==> src/rtl/svm_pkg.sv <==
// Shared definitions for the SVM classification scheduler: scheduler state
// encoding, default geometry of the support-vector set and address sizing.
package svm_pkg;

    localparam int DEF_XLEN_PIXEL    = 8;
    localparam int DEF_NUM_OF_PIXELS = 4;
    localparam int DEF_NUM_OF_SV     = 10;
    localparam int DEF_ADDR_W        = 16;

    // Width of the pixel and support-vector index outputs.
    localparam int IDX_W = 16;

    typedef enum logic [2:0] {
        ST_IDLE   = 3'd0,
        ST_FETCH  = 3'd1,
        ST_WAIT_K = 3'd2,
        ST_DECIDE = 3'd3,
        ST_WAIT_D = 3'd4,
        ST_FINISH = 3'd5
    } sched_state_t;

    // Minimum address width able to reach every word of a memory holding
    // 'depth' words; a single-word memory still needs one address bit.
    function automatic int addr_width(input int depth);
        if (depth <= 1) begin
            return 1;
        end
        return $clog2(depth);
    endfunction

endpackage

==> src/rtl/sv_addr_gen.sv <==
// Pixel / support-vector counter pair with read-address generation.
// The address runs as a linear counter, which always equals
// sv_idx*NUM_OF_PIXELS+pix_idx because reads are strictly sequential.
module sv_addr_gen
    import svm_pkg::*;
#(
    parameter int NUM_OF_PIXELS = DEF_NUM_OF_PIXELS,
    parameter int NUM_OF_SV     = DEF_NUM_OF_SV,
    parameter int ADDR_W        = DEF_ADDR_W
) (
    input  logic              clk,
    input  logic              rst,
    input  logic              i_clear,
    input  logic              i_read,
    input  logic              i_next_sv,
    output logic [IDX_W-1:0]  o_pix_idx,
    output logic [IDX_W-1:0]  o_sv_idx,
    output logic [ADDR_W-1:0] o_sv_addr,
    output logic              o_pix_last,
    output logic              o_sv_last
);

    localparam logic [IDX_W-1:0] PIX_LAST = IDX_W'(NUM_OF_PIXELS - 1);
    localparam logic [IDX_W-1:0] SV_LAST  = IDX_W'(NUM_OF_SV - 1);

    logic [IDX_W-1:0]  r_pix_idx;
    logic [IDX_W-1:0]  r_sv_idx;
    logic [ADDR_W-1:0] r_sv_addr;
    logic              w_pix_last;

    assign w_pix_last = (r_pix_idx == PIX_LAST);

    // Pixel counter: advances on every issued read, wraps after the last pixel.
    always_ff @(posedge clk) begin
        if (rst || i_clear) begin
            r_pix_idx <= '0;
        end else if (i_read) begin
            if (w_pix_last) begin
                r_pix_idx <= '0;
            end else begin
                r_pix_idx <= r_pix_idx + IDX_W'(1);
            end
        end
    end

    // Support-vector counter: advances only when the scheduler accepts a kernel result.
    always_ff @(posedge clk) begin
        if (rst || i_clear) begin
            r_sv_idx <= '0;
        end else if (i_next_sv) begin
            r_sv_idx <= r_sv_idx + IDX_W'(1);
        end
    end

    // Read address: one step per issued read, held while reads are paused.
    always_ff @(posedge clk) begin
        if (rst || i_clear) begin
            r_sv_addr <= '0;
        end else if (i_read) begin
            r_sv_addr <= r_sv_addr + ADDR_W'(1);
        end
    end

    assign o_pix_idx  = r_pix_idx;
    assign o_sv_idx   = r_sv_idx;
    assign o_sv_addr  = r_sv_addr;
    assign o_pix_last = w_pix_last;
    assign o_sv_last  = (r_sv_idx == SV_LAST);

endmodule

==> src/rtl/sv_eval_scheduler.sv <==
// Scheduler for one SVM classification: streams every pixel of every support
// vector out of SV memory, hands each SV to the kernel unit, then triggers
// the decision function and reports completion.
module sv_eval_scheduler
    import svm_pkg::*;
#(
    parameter int XLEN_PIXEL    = DEF_XLEN_PIXEL,
    parameter int NUM_OF_PIXELS = DEF_NUM_OF_PIXELS,
    parameter int NUM_OF_SV     = DEF_NUM_OF_SV,
    parameter int ADDR_W        = DEF_ADDR_W
) (
    input  logic              clk,
    input  logic              rst,
    input  logic              start,
    input  logic              stall_in,
    input  logic              kernel_done,
    input  logic              decision_done,
    output logic              mem_re,
    output logic [ADDR_W-1:0] sv_addr,
    output logic [IDX_W-1:0]  pix_idx,
    output logic              kernel_en,
    output logic              kernel_last,
    output logic [IDX_W-1:0]  sv_idx,
    output logic              decision_funct_en,
    output logic              busy,
    output logic              done
);

    // Reject parameter sets the scheduler cannot address correctly.
    if (XLEN_PIXEL < 1) begin : g_bad_xlen
        $error("XLEN_PIXEL must be at least 1");
    end
    if (NUM_OF_PIXELS < 1) begin : g_bad_pixels
        $error("NUM_OF_PIXELS must be at least 1");
    end
    if (NUM_OF_SV < 1) begin : g_bad_sv
        $error("NUM_OF_SV must be at least 1");
    end
    if (ADDR_W < addr_width(NUM_OF_PIXELS * NUM_OF_SV)) begin : g_bad_addr_w
        $error("ADDR_W too narrow for NUM_OF_PIXELS*NUM_OF_SV words");
    end

    sched_state_t r_state;
    sched_state_t w_next_state;

    logic             w_clear;
    logic             w_read;
    logic             w_next_sv;
    logic             w_decision_en;
    logic             w_done;
    logic             w_pix_last;
    logic             w_sv_last;
    logic             r_kernel_en;
    logic             r_kernel_last;
    logic [IDX_W-1:0] w_pix_idx;
    logic [IDX_W-1:0] w_sv_idx;

    sv_addr_gen #(
        .NUM_OF_PIXELS (NUM_OF_PIXELS),
        .NUM_OF_SV     (NUM_OF_SV),
        .ADDR_W        (ADDR_W)
    ) u_addr_gen (
        .clk        (clk),
        .rst        (rst),
        .i_clear    (w_clear),
        .i_read     (w_read),
        .i_next_sv  (w_next_sv),
        .o_pix_idx  (w_pix_idx),
        .o_sv_idx   (w_sv_idx),
        .o_sv_addr  (sv_addr),
        .o_pix_last (w_pix_last),
        .o_sv_last  (w_sv_last)
    );

    // State register; reset abandons any classification in progress.
    always_ff @(posedge clk) begin
        if (rst) begin
            r_state <= ST_IDLE;
        end else begin
            r_state <= w_next_state;
        end
    end

    // Next-state and control decode; kernel_done only matters in WAIT_K and start only in IDLE.
    always_comb begin
        w_next_state  = r_state;
        w_clear       = 1'b0;
        w_read        = 1'b0;
        w_next_sv     = 1'b0;
        w_decision_en = 1'b0;
        w_done        = 1'b0;
        case (r_state)
            ST_IDLE: begin
                w_clear = 1'b1;
                if (start) begin
                    w_next_state = ST_FETCH;
                end
            end
            ST_FETCH: begin
                if (!stall_in) begin
                    w_read = 1'b1;
                    if (w_pix_last) begin
                        w_next_state = ST_WAIT_K;
                    end
                end
            end
            ST_WAIT_K: begin
                if (kernel_done) begin
                    if (w_sv_last) begin
                        w_next_state = ST_DECIDE;
                    end else begin
                        w_next_sv    = 1'b1;
                        w_next_state = ST_FETCH;
                    end
                end
            end
            ST_DECIDE: begin
                w_decision_en = 1'b1;
                w_next_state  = ST_WAIT_D;
            end
            ST_WAIT_D: begin
                if (decision_done) begin
                    w_next_state = ST_FINISH;
                end
            end
            ST_FINISH: begin
                w_done       = 1'b1;
                w_next_state = ST_IDLE;
            end
            default: begin
                w_next_state = ST_IDLE;
            end
        endcase
    end

    // Memory data returns one cycle after the read, so the kernel strobes are the read strobes delayed.
    always_ff @(posedge clk) begin
        if (rst) begin
            r_kernel_en   <= 1'b0;
            r_kernel_last <= 1'b0;
        end else begin
            r_kernel_en   <= w_read;
            r_kernel_last <= w_read && w_pix_last;
        end
    end

    assign mem_re            = w_read;
    assign pix_idx           = w_pix_idx;
    assign sv_idx            = w_sv_idx;
    assign kernel_en         = r_kernel_en;
    assign kernel_last       = r_kernel_last;
    assign decision_funct_en = w_decision_en;
    assign done              = w_done;
    assign busy              = (r_state != ST_IDLE);

endmodule
==> config.mk <==
export PLATFORM = sky130hd
export DESIGN_NAME = sv_eval_scheduler
export DESIGN_NICKNAME = d
export VERILOG_FILES = /design/src/rtl/svm_pkg.sv /design/src/rtl/sv_addr_gen.sv /design/src/rtl/sv_eval_scheduler.sv
export SDC_FILE = /design/constraint.sdc
export NUM_CORES = 1
export LEC_CHECK = 0
export BUFFER_PORTS_ARGS = -buffer_cell sky130_fd_sc_hd__buf_2
export CAP_MARGIN = 20
export CORE_AREA = 3 3 79 81
export CTS_BUF_LIST = sky130_fd_sc_hd__clkbuf_4
export DETAILED_ROUTE_END_ITERATION = 10
export DIE_AREA = 0 0 82 84
export GPL_ROUTABILITY_DRIVEN = 0
export HOLD_SLACK_MARGIN = 0.05
export PLACE_DENSITY = 0.77
export SYNTH_ARGS = -nofsm -noshare
export SYNTH_HDL_FRONTEND = slang
export SYNTH_SLANG_ARGS = --single-unit
==> constraint.sdc <==
create_clock -name clk -period 2.06 [get_ports clk]
set_input_delay 0.412 -clock clk [delete_from_list [all_inputs] [get_ports clk]]
set_output_delay 0.412 -clock clk [all_outputs]
set_load 0.1 [all_outputs]
After elaboration in Yosys (flattened, before gate mapping)
Index checks and enable logic that the tools add are counted.
{"block": "op_classes", "addsub": 3, "eq_ne": 12, "n_mux": 16, "n_reduce_logical": 5}
{"cell": "$add 16x1->16 const B", "count": 3}
{"cell": "$eq 16x2->1 const B", "count": 1}
{"cell": "$eq 16x4->1 const B", "count": 1}
{"cell": "$mux 16", "count": 1}
{"cell": "$mux 3", "count": 5}
{"cell": "$pmux 3 s5", "count": 1}
{"cell": "$ne 2x2->1 const B", "count": 5}
{"cell": "$mux 1", "count": 8}
{"cell": "$eq 3x2->1 const B", "count": 2}
{"cell": "$eq 3x3->1 const B", "count": 2}
{"cell": "$reduce_and 5->1", "count": 1}
{"cell": "$eq 3x1->1 const B", "count": 1}
{"cell": "$logic_not 3->1", "count": 1}
{"cell": "$reduce_bool 3->1", "count": 1}
{"cell": "$mux 2", "count": 1}
{"cell": "$logic_and 1x1->1", "count": 1}
{"cell": "$logic_or 1x1->1", "count": 1}
{"block": "word_totals", "regBits": 53, "input_bits": 6, "output_inout_bits": 54, "word_cells": 42}

Longest topological paths before layout
Gate-level depths: netlist of run 1.
{"block": "logic_depth", "word_depth": 4, "mapped_depth": 8, "depth_no_buf": 6}

Hierarchy
A second synthesis of run 1 with hierarchy kept.
{"block": "unflattened", "hier_cells": 281, "area_unflattened_um2": 2476.1}
{"module": "sv_addr_gen", "instances": 1, "cells_per_inst": 251, "area_each_um2": 2192.1, "seq_area_each_um2": 960.9}
{"module": "sv_eval_scheduler", "instances": 1, "cells_per_inst": 30, "area_each_um2": 284.0, "seq_area_each_um2": 100.1}

Least setup slack after synthesis of run 1
OpenSTA, ideal clock, no wires.
{"block": "synth_path", "path_type": "register to register", "from": "reg u_addr_gen.r_pix_idx[0], in the netlist u_addr_gen.o_pix_idx[0]", "to": "reg u_addr_gen.r_pix_idx[0], in the netlist u_addr_gen.o_pix_idx[0]", "setup_time_ns": 0.128, "t_arrival_ns": 2.452, "t_required_ns": 1.932, "slack_ns": -0.520, "path_stages_with_launch": 7, "path_buffers": 1, "synth_period_minus_slack_ns": 2.580, "path_cell_list": "dfxtp_1 > ha_1 > nor4b_1 > nand4_1 > o21ai_0 > clkbuf_1 > nor2_1"}
{"block": "synth_via", "elab_chain_cells": 2, "elab_cells_between_ends": 3, "cone_classes": "1 x add/sub; 1 x eq/ne; 1 x mux"}
{"item": "from (decl)", "line": "sv_addr_gen.sv:26", "rtl": "logic [IDX_W-1:0] r_pix_idx;"}
{"item": "from (signal assigned)", "line": "sv_addr_gen.sv:41", "rtl": "r_pix_idx <= r_pix_idx + IDX_W'(1);"}
{"item": "$add 16x1->16 or $eq 16x2->1 (tied branches)", "line": "sv_addr_gen.sv:41, sv_addr_gen.sv:31"}
{"item": "$mux 16 *", "line": "sv_addr_gen.sv:38", "rtl": "if (w_pix_last) begin"}
Mark *: on every way between the ends. The rest lies on a longest branch, timed or not.
A chain may end at the register's enable or synchronous reset.

Worst setup path after layout of run 1
{"block": "layout_path", "from": "reg r_state[2]", "to": "reg u_addr_gen.r_pix_idx[14], in the netlist u_addr_gen.o_pix_idx[14]"}
{"block": "layout_via", "elab_chain_cells": 3, "elab_cells_between_ends": 5, "cone_classes": "1 x eq/ne; 2 x mux; 2 x reduce/logical"}
{"item": "from (decl)", "line": "sv_eval_scheduler.sv:43", "rtl": "sched_state_t r_state;"}
{"item": "from (signal assigned)", "line": "sv_eval_scheduler.sv:80", "rtl": "r_state <= w_next_state;"}
{"item": "$logic_not 3->1", "line": "sv_eval_scheduler.sv:92", "rtl": "case (r_state)"}
{"item": "$mux 1", "line": "sv_eval_scheduler.sv:92"}
{"item": "$logic_or 1x1->1", "line": "sv_addr_gen.sv:35", "rtl": "if (rst || i_clear) begin"}
Several ways; a longest one is shown, not always the timed one.

==> run metrics, run 1 <==
status finished, violations left; failing checks setup timing; final hold viol count 0; Yosys cell types 35; power per cell area 551.0 nW/um^2; Longest Clk Path Bufs 2; min Tclk post-route 2.081 ns; Final Power 0.001750 W; reg2reg path depth 5; 1st-iter DRT viols 151; count leader, synth dfxtp_1; share of flip-flops with an asynchronous set or reset 0; Mapped Avg Cell Area 8.288 um^2; total grt overflow 0; Synth top cells by count 53 x dfxtp_1, 36 x nor2_1, 22 x nand2_1, 19 x a21oi_1, 18 x o21ai_0; Rel. slew slack 0.6740; placed wire-length estimate 4.237 mm; Slew Limit Fails 0; clk_lat worst skew 0.38 ns; Vias/cell 5.561; hold path depth 2; DR pass1 iterations 4; worst-path maximum fanout 5; fin nets 381; Top Usage Layer GRT met2; initial antenna violation count 0; Synth Cell Area 2470 um^2; Worst Setup Slack post-DPL -0.2055 ns; crit path launch type flop; Max IR drop VDD 354.8 uV; Worst R2R Start r_state[2]; Max Fclk 480.5 MHz; first-pass GRT wire length 9.570 mm; pin count of the biggest net entering global routing 18; CTS tree yes; Inst Count DP 431; WP data required 2.38 ns; largest cells by area after synthesis dfxtp_1 43%, nor2_1 5.5%, xnor2_1 5.0%, xor2_1 4.6%, a21oi_1 3.9%; Synth Register Bits 53; hold crit path type primary input to flop; # IOs 60; EDFF count, synth 0; Final ANT Viol Nets 0; # diodes 0; wire per inst 13.48 um; Tightest Pin Transition 0.4924 ns; hold path endpoint kernel_en; Hold Startpoint rst; Hold-fix buffers, CTS 0; met2 Resource Use GR 0.2638; Die Ht 84 um; reg2reg end u_addr_gen.o_pix_idx[14]; max cap viols 0; unrepaired setup endpoints after global routing true; area of the core 5540 um^2; Leakage 1.237 nW; IO buf count 59; die area 6888 um^2; CTS sink count 53; synthesized net count 308; Post-route DRC 0; Critical Path Sink Type flop; final period utilization 1.010; area leader, netlist dfxtp_1; cell count after synthesis 298; Fillers 538; Syn-to-layout area delta 28.62%; final worst setup slack -0.02104 ns; yosys warns 0; share of the synthesized area in the top cell type 0.4296; Setup TNS -0.02104 ns; Final Skew 0.02201 ns; all-layer global routing usage 0.1726; Root Buffer clkbuf_4; CTS Buf Count 5; depth of the CTS H-tree 2; row count 27; worst hold slack 0.2837 ns; global-route track usage on met3 0.03564; register area share after synthesis 0.4296; Die Wd 82 um; via count 2469; starting density of the core 0.4458; Register-to-Register Setup Slack -0.02 ns; met1 usage in global routing 0.2480; Final setup viols 1; predominant post-synthesis flop cell dfxtp_1; clock-pin slew on the worst setup and hold paths 0.17 ns; crit path DAT 2.41 ns; critical path class flop to flop; total routed wirelength 5.987 mm; share of layout cells above drive strength 1 0.3683; fin cells 444; number of global-route vias before repair 2014
-- worst max-delay path by stage --
stage | start | endpoint
finish | r_state[2] | u_addr_gen.o_pix_idx[14]
floorplan | u_addr_gen.o_pix_idx[4] | u_addr_gen.o_pix_idx[14]
global placement | stall_in | u_addr_gen.o_sv_addr[10]
CTS | r_state[2] | mem_re
detailed placement | stall_in | u_addr_gen.o_sv_addr[10]
global route | r_state[1] | u_addr_gen.o_pix_idx[14]
-- per-layer routing --
layer / share of wire / vias up
met5: 0 / -
met4: 0.013 / 0
met3: 0.055 / 10
met2: 0.45 / 86
met1: 0.49 / 1153
li1: - / 1220
-- critical path, stage by stage (launching register included) --
cell and delay, ns:
dfxtp_2 0.35, or4b_4 0.56, buf_6 0.15, or4_4 0.53
or3_4 0.35, a21oi_2 0.11
-- area by class of cell --
cell class,count,area [um^2],share of cell area
Clock inverter,3,43.79,0.01378
Multi-Input combinational cell,223,1374,0.4325
Inverter,8,32.53,0.01024
Timing Repair Buffer,80,475.5,0.1497
Sequential cell,53,1124,0.3537
Clock buffer,5,37.54,0.01182
Tap cell,72,90.09,0.02836
-- placed cells by master (no fill, tap or decap), drive strengths merged, types with 6 or more instances in the layout --
cell type and instances:
buf 79, dfxtp 53, nor2 36, nand2 22
a21oi 19, o21ai 18, xnor2 14, or3 14
nand4 13, nand3 13, xor2 13, nor3 11
nor4 9, inv 9, and3 6, clkbuf 6
-- state kept, by name, summed over array words and instances, names as in the netlist --
name and count:
kernel_en 1, u_addr_gen.o_sv_idx 16, r_state 3, u_addr_gen.o_sv_addr 16, kernel_last 1, u_addr_gen.o_pix_idx 16
-- timing repair --
action                     in CTS  in global routing
pin swaps                       2                  1
hold endpoints to repair        0                  0
buffers inserted                4                  0
resized for setup               6                 11
setup endpoints to repair       6                 22
cloned                          0                  1
-- metrics by stage --
step | instance area, um^2 | utilization
2_1_floorplan | 2540 | -
6_report | 3177 | 0.5734
4_1_cts | 3134 | 0.5657
3_3_place_gp | 3002 | 0.5418
5_1_grt | 3177 | 0.5734
3_5_place_dp | 3002 | 0.5418
-- report_power, final --
part | switching, W | internal [W] | leakage [nW]
registers | 0.00000207 | 0.00102 | 0.448
clock network | 0.000348 | 0.000259 | 0.0456
logic | 0.0000829 | 0.0000398 | 0.744
-- cells by family (layout without fill, tap and decap cells) --
logic type,Yosys count,in the layout,share of synthesized area
flops,53,53,0.4296
compound gates,43,43,0.09372
buf+inv,22,96,0.03546
xor+xnor,27,27,0.09575
fa+ha+maj,4,4,0.02026
simple gates,148,148,0.3212
mux,1,1,0.004053
(Power assumes the default switching activity.)
==> run 2: changes to the inputs <==
--- a/config.mk
+++ b/config.mk
@@ -7,13 +7,13 @@
 export LEC_CHECK = 0
 export BUFFER_PORTS_ARGS = -buffer_cell sky130_fd_sc_hd__buf_2
 export CAP_MARGIN = 20
-export CORE_AREA = 3 3 79 81
+export CORE_AREA = 3 3 82 84
 export CTS_BUF_LIST = sky130_fd_sc_hd__clkbuf_4
 export DETAILED_ROUTE_END_ITERATION = 10
-export DIE_AREA = 0 0 82 84
+export DIE_AREA = 0 0 85 87
 export GPL_ROUTABILITY_DRIVEN = 0
 export HOLD_SLACK_MARGIN = 0.05
-export PLACE_DENSITY = 0.77
+export PLACE_DENSITY = 0.73
 export SYNTH_ARGS = -nofsm -noshare
 export SYNTH_HDL_FRONTEND = slang
 export SYNTH_SLANG_ARGS = --single-unit
==> run 2 against run 1 <==
Effect of this change: critical endpoint is now mem_re; combinational power fell by 3%; fmax fell by 0.98%; the flow still finishes with violations (setup timing); critical path type is now flop to primary output; register-to-register slack improved by 0.10 ns; setup slack got worse by 0.021 ns; cell area fell by 1.5%.
==> run metrics, run 2 (synthesis results as in run 1) <==
DR WL met3 303 um (-8.7%); wire per inst 12.73 um (-5.6%); hold path endpoint r_state[0]; DR top layer met4; 1st-iter DRT viols 80 (-47%); crit path launch type flop; Slowest-stage cell, CP or4b_4; final worst setup slack -0.04158 ns (-0.02054 ns); depth of the CTS H-tree 2 (unchanged); Final Skew 0.01335 ns (-0.008659 ns); Max IR drop VDD 297.3 uV (-16%); failing checks setup timing; Syn-to-layout area delta 26.65%; largest stage delay on the critical path 0.58 ns (+0.02 ns); Worst R2R Start r_state[1]; commonest non-fill, non-tap cell in the layout buf_2; total grt overflow 0 (unchanged); number of global-route vias before repair 2063 (+2.4%); area of the core 5991 um^2 (+8.1%); hold crit path type primary input to flop; CTS tree yes; area of the multi-input gates 1336 um^2 (-2.7%); fin nets 382 (+0.26%); share of layout cells above drive strength 1 0.3512 (-0.01707); CTS sink count 53 (unchanged); # IOs 60 (unchanged); status finished, violations left; Register-to-Register Setup Slack 0.08 ns (+0.10 ns); hold path depth 2 (unchanged); crit path DAT 1.69 ns (-0.72 ns); Hold Startpoint rst; all-layer global routing usage 0.1532 (-0.01938); Hold-fix buffers, CTS 0 (unchanged); Fillers 571 (+6.1%); Design Area, Final 3128 um^2 (-1.5%); initial antenna violation count 0 (unchanged); placed wire-length estimate 4.266 mm (+0.66%); Inst Count DP 436 (+1.2%); Leakage 1.206 nW (-2.5%); CTS Buf Count 5 (unchanged); DR pass1 iterations 5 (+1); starting density of the core 0.4123 (-0.03352); Root Buffer clkbuf_4; die area 7395 um^2 (+7.4%); reg2reg path depth 4 (-1); WP data required 1.65 ns (-0.73 ns); worst-path maximum fanout 7 (+2); row count 28 (+3.7%); pin count of the biggest net entering global routing 19 (+1); max cap viols 0 (unchanged); unrepaired setup endpoints after global routing true; final hold viol count 0 (unchanged); Worst Setup Slack post-DPL -0.1944 ns (+0.01111 ns); clk_lat worst skew 0.38 ns (about the same); M1 WL 2.730 mm (-6.1%); Critical Path Sink Type primary output; Final ANT Viol Nets 0 (unchanged); total routed wirelength 5.702 mm (-4.8%); via count 2379 (-3.6%); power per cell area 523.7 nW/um^2 (-4.9%); IO buf count 59 (unchanged); Die Wd 85 um (+3.7%); final period utilization 1.020 (+0.009969); first-pass GRT wire length 9.404 mm (-1.7%); critical path class flop to primary output; fin util 0.5221 (-0.05126); post-placement cell area 3020 um^2 (+0.63%); Vias/cell 5.310 (-4.5%); WL met2 2.641 mm (-1.1%); fin cells 448 (+0.90%); Post-route DRC 0 (unchanged); clock-pin slew on the worst setup and hold paths 0.15 ns (-0.02 ns); FF+latch area 1122 um^2 (-0.11%); Final setup viols 1 (unchanged); Max Fclk 475.8 MHz (-0.98%); commonest cells after routing, fill and taps aside 58 x buf_2, 35 x nor2_1, 28 x dfxtp_2; CP Launch Point r_state[1]; # diodes 0 (unchanged); reg2reg end u_addr_gen.o_sv_addr[14]; Die Ht 87 um (+3.6%); min Tclk post-route 2.102 ns (+0.02054 ns); Tightest Pin Transition 0.4912 ns (-0.001253 ns); Slew Limit Fails 0 (unchanged); Longest Clk Path Bufs 2 (unchanged); crit path cell chain or4b_4 -> buf_6 -> inv_4 -> buf_12; Rel. slew slack 0.6748 (+0.0008290)
==> run 2: changes by cell type in the layout (fill, tap and decap cells not counted), sizes merged <==
cell,delta
clkbuf,-1
bufinv,-1
clkinv,-1
clkinvlp,+2
buf,+2
==> run 2: report_power, final <==
| group | total (W) | switching (W) | internal (W) |
|---|---|---|---|
| registers | 0.00102 | 0.00000185 | 0.00102 |
| clock network | 0.000498 | 0.000356 | 0.000142 |
| logic | 0.000119 | 0.0000794 | 0.0000399 |
==> run 2: final cells by class <==
type | instances | area share
well taps | 75 | 0.03000
multi-input cells | 223 | 0.4272
clock buffers | 5 | 0.01200
clock inverters | 3 | 0.008400
repair buffers | 81 | 0.1532
flip-flops and latches | 53 | 0.3588
inverters | 8 | 0.01040
==> run 2: worst max-delay path: cells and delay by family (launching register included) <==
family	cells	cell delay, ns
flip-flops	1	0.35
buffers and inverters	3	0.38
AND/OR/NAND/NOR	1	0.58
==> run 2: through the flow <==
step	total power, W	setup TNS (ns)	hold WS (ns)
floorplan	0.001118	0	0.6049
global placement	0.001154	-0.7223	0.4716
detailed placement	0.001154	-1.377	0.4783
CTS	0.001650	-0.05733	0.2955
global route	0.001696	-0.2052	0.2926
finish	0.001638	-0.04158	0.3051
==> run 2: how the worst max path moves through the flow <==
stage | endpoint | slack [ns]
floorplan | u_addr_gen.o_pix_idx[14] | 0.005
global placement | u_addr_gen.o_pix_idx[14] | -0.13
detailed placement | u_addr_gen.o_pix_idx[14] | -0.19
CTS | mem_re | -0.06
global route | mem_re | -0.1
finish | mem_re | -0.04
==> run 2: repair_timing <==
item / 4_1_cts / 5_1_grt
pin swaps: 1 / 1
endpoints found under the setup margin: 5 / 3
cloned: 0 / 0
buffers inserted: 0 / 4
gates resized for setup: 3 / 1
==> run 2: layer usage <==
metal	up-vias	GRT usage
met1	1111	0.2051
met3	2	0.03690
li1	1213	-
met2	53	0.2486
met4	0	0.03885
met5	-	0
==> run 3: changes to the inputs <==
--- a/config.mk
+++ b/config.mk
@@ -13,7 +13,7 @@
 export DIE_AREA = 0 0 85 87
 export GPL_ROUTABILITY_DRIVEN = 0
 export HOLD_SLACK_MARGIN = 0.05
-export PLACE_DENSITY = 0.73
+export PLACE_DENSITY = 0.75
 export SYNTH_ARGS = -nofsm -noshare
 export SYNTH_HDL_FRONTEND = slang
 export SYNTH_SLANG_ARGS = --single-unit
==> run 3 against run 2 <==
Effect of this change: the flow still finishes with violations (setup timing); register-to-register slack got worse by 0.02 ns; critical path depth is the same; sequential power barely moved; die area did not move; highest routed layer unchanged; critical path type unchanged; final cell count down 0.22%; flip-flop and latch count is the same.
==> run metrics, run 3 (synthesis results as in run 1) <==
CTS sink count 53 (unchanged); Vias/cell 5.347 (+0.69%); Crit path max-delay family simple AND/OR/NAND/NOR gates; post-placement cell area 3020 um^2 (unchanged); fin nets 381 (-0.26%); initial antenna violation count 0 (unchanged); WP data required 1.65 ns (about the same); Root Buffer clkbuf_4; status finished, violations left; Final ANT Viol Nets 0 (unchanged); unrepaired setup endpoints after global routing true; commonest cells after routing, fill and taps aside 58 x buf_2, 35 x nor2_1, 28 x dfxtp_2; # diodes 0 (unchanged); min Tclk post-route 2.078 ns (-0.02365 ns); starting density of the core 0.4123 (unchanged); max cap viols 0 (unchanged); final worst setup slack -0.01793 ns (+0.02365 ns); hold path depth 2 (unchanged); crit path launch type flop; crit path DAT 1.67 ns (-0.02 ns); clock-pin slew on the worst setup and hold paths 0.14 ns (about the same); worst-path maximum fanout 7 (unchanged); first-pass GRT wire length 10.16 mm (+8.1%); Die Wd 85 um (unchanged); Setup TNS -0.01793 ns (+0.02365 ns); Register-to-Register Setup Slack 0.06 ns (-0.02 ns); DR pass1 iterations 4 (-1); Syn-to-layout area delta 26.34%; Die Ht 87 um (unchanged); Hold-fix buffers, CTS 0 (unchanged); Max Fclk 481.2 MHz (+1.1%); CTS tree yes; Critical Path Sink Type primary output; Post-route DRC 0 (unchanged); area of the multi-input gates 1341 um^2 (+0.37%); Design Area, Final 3120 um^2 (-0.24%); Slowest-stage cell, CP or4b_4; reg2reg end u_addr_gen.o_pix_idx[14]; Longest Clk Path Bufs 2 (unchanged); hold path endpoint r_state[0]; critical path class flop to primary output; commonest non-fill, non-tap cell in the layout buf_2; total routed wirelength 5.903 mm (+3.5%); # IOs 60 (unchanged); die area 7395 um^2 (unchanged); clk_lat worst skew 0.38 ns (about the same); largest stage delay on the critical path 0.58 ns (about the same); Final Skew 0.01705 ns (+0.003698 ns); Rel. slew slack 0.6715 (-0.003329); CP bufs+invs 3 (unchanged); all-layer global routing usage 0.1651 (+0.01192); worst hold slack 0.3001 ns (-0.004963 ns); Tightest Pin Transition 0.4962 ns (+0.005029 ns); FF+latch area 1122 um^2 (unchanged); failing checks setup timing; placed wire-length estimate 4.473 mm (+4.9%); area of the core 5991 um^2 (unchanged); 1st-iter DRT viols 114 (+43%); Worst R2R Start r_state[1]; hold crit path type primary input to flop; IO buf count 59 (unchanged); Leakage 1.201 nW (-0.43%); Max IR drop VDD 244.2 uV (-18%); wire per inst 13.21 um (+3.8%); power per cell area 516.5 nW/um^2 (-1.4%); Fillers 568 (-0.53%); Slew Limit Fails 0 (unchanged); CTS Buf Count 5 (unchanged); depth of the CTS H-tree 2 (unchanged); final period utilization 1.009 (-0.01148); crit path cell chain or4b_4 -> buf_6 -> clkinv_4 -> buf_12; pin count of the biggest net entering global routing 17 (-2); number of global-route vias before repair 2225 (+7.9%); total grt overflow 0 (unchanged); Hold Startpoint rst; row count 28 (unchanged); reg2reg path depth 4 (unchanged); share of layout cells above drive strength 1 0.3495 (-0.001744); Final setup viols 1 (unchanged); final hold viol count 0 (unchanged); via count 2390 (+0.46%)
-- run 3: cell types whose count changed in the layout (fill, tap and decap cells not counted), sizes merged --
cell	before	now
clkbuf	5	6
clkinv	0	2
buf	81	80
inv	9	7
clkinvlp	2	1
-- run 3: worst register-to-register path: stages, from the launching register on --
cell     delay (ns)
dfxtp_2        0.35
or4b_4         0.58
or4_1          0.55
or3_1          0.32
a21oi_1        0.14
-- run 3: final cells by class --
class | count | area share
Clock buffer | 6 | 0.01443
Timing Repair Buffer | 80 | 0.1512
Clock inverter | 2 | 0.003609
Inverter | 8 | 0.01123
Tap cell | 75 | 0.03007
Sequential cell | 53 | 0.3597
Multi-Input combinational cell | 223 | 0.4298
-- run 3: worst max path at each step --
stage,from,to,slack [ns],cells after the start
2_1_floorplan,u_addr_gen.o_pix_idx[4],u_addr_gen.o_pix_idx[14],0.005,4
3_3_place_gp,stall_in,u_addr_gen.o_pix_idx[14],-0.12,5
3_5_place_dp,stall_in,u_addr_gen.o_pix_idx[14],-0.19,5
4_1_cts,r_state[1],mem_re,-0.04,4
5_1_grt,r_state[1],mem_re,-0.07,4
6_report,r_state[1],mem_re,-0.02,4
-- run 3: power breakdown --
group	switching [W]	internal, W
Combinational	0.0000791	0.0000388
Sequential	0.00000194	0.00102
Clock	0.000329	0.000144
-- run 3: stage by stage --
step	worst slack (ns)	instances	power [W]	utilization
6_report	-0.01793	447	0.001612	0.5209
5_1_grt	-0.07276	447	0.001668	0.5209
2_1_floorplan	0.004536	298	0.001118	-
3_5_place_dp	-0.1921	436	0.001155	0.5042
3_3_place_gp	-0.1245	436	0.001153	0.5042
4_1_cts	-0.04197	444	0.001629	0.5157
-- run 3: routing by layer --
metal / wire (um) / part of all wire / global-route usage / vias up
met5: 0 / 0 / 0 / -
li1: - / - / - / 1207
met3: 305 / 0.052 / 0.03595 / 5
met1: 2794 / 0.47 / 0.2127 / 1123
met4: 43 / 0.0073 / 0.03885 / 0
met2: 2759 / 0.47 / 0.2825 / 55
-- run 3: timing repair --
action / 4_1_cts / 5_1_grt
buffers inserted: 0 / 3
pin swaps: 1 / 1
gates resized for setup: 3 / 4
setup endpoints to repair: 5 / 4
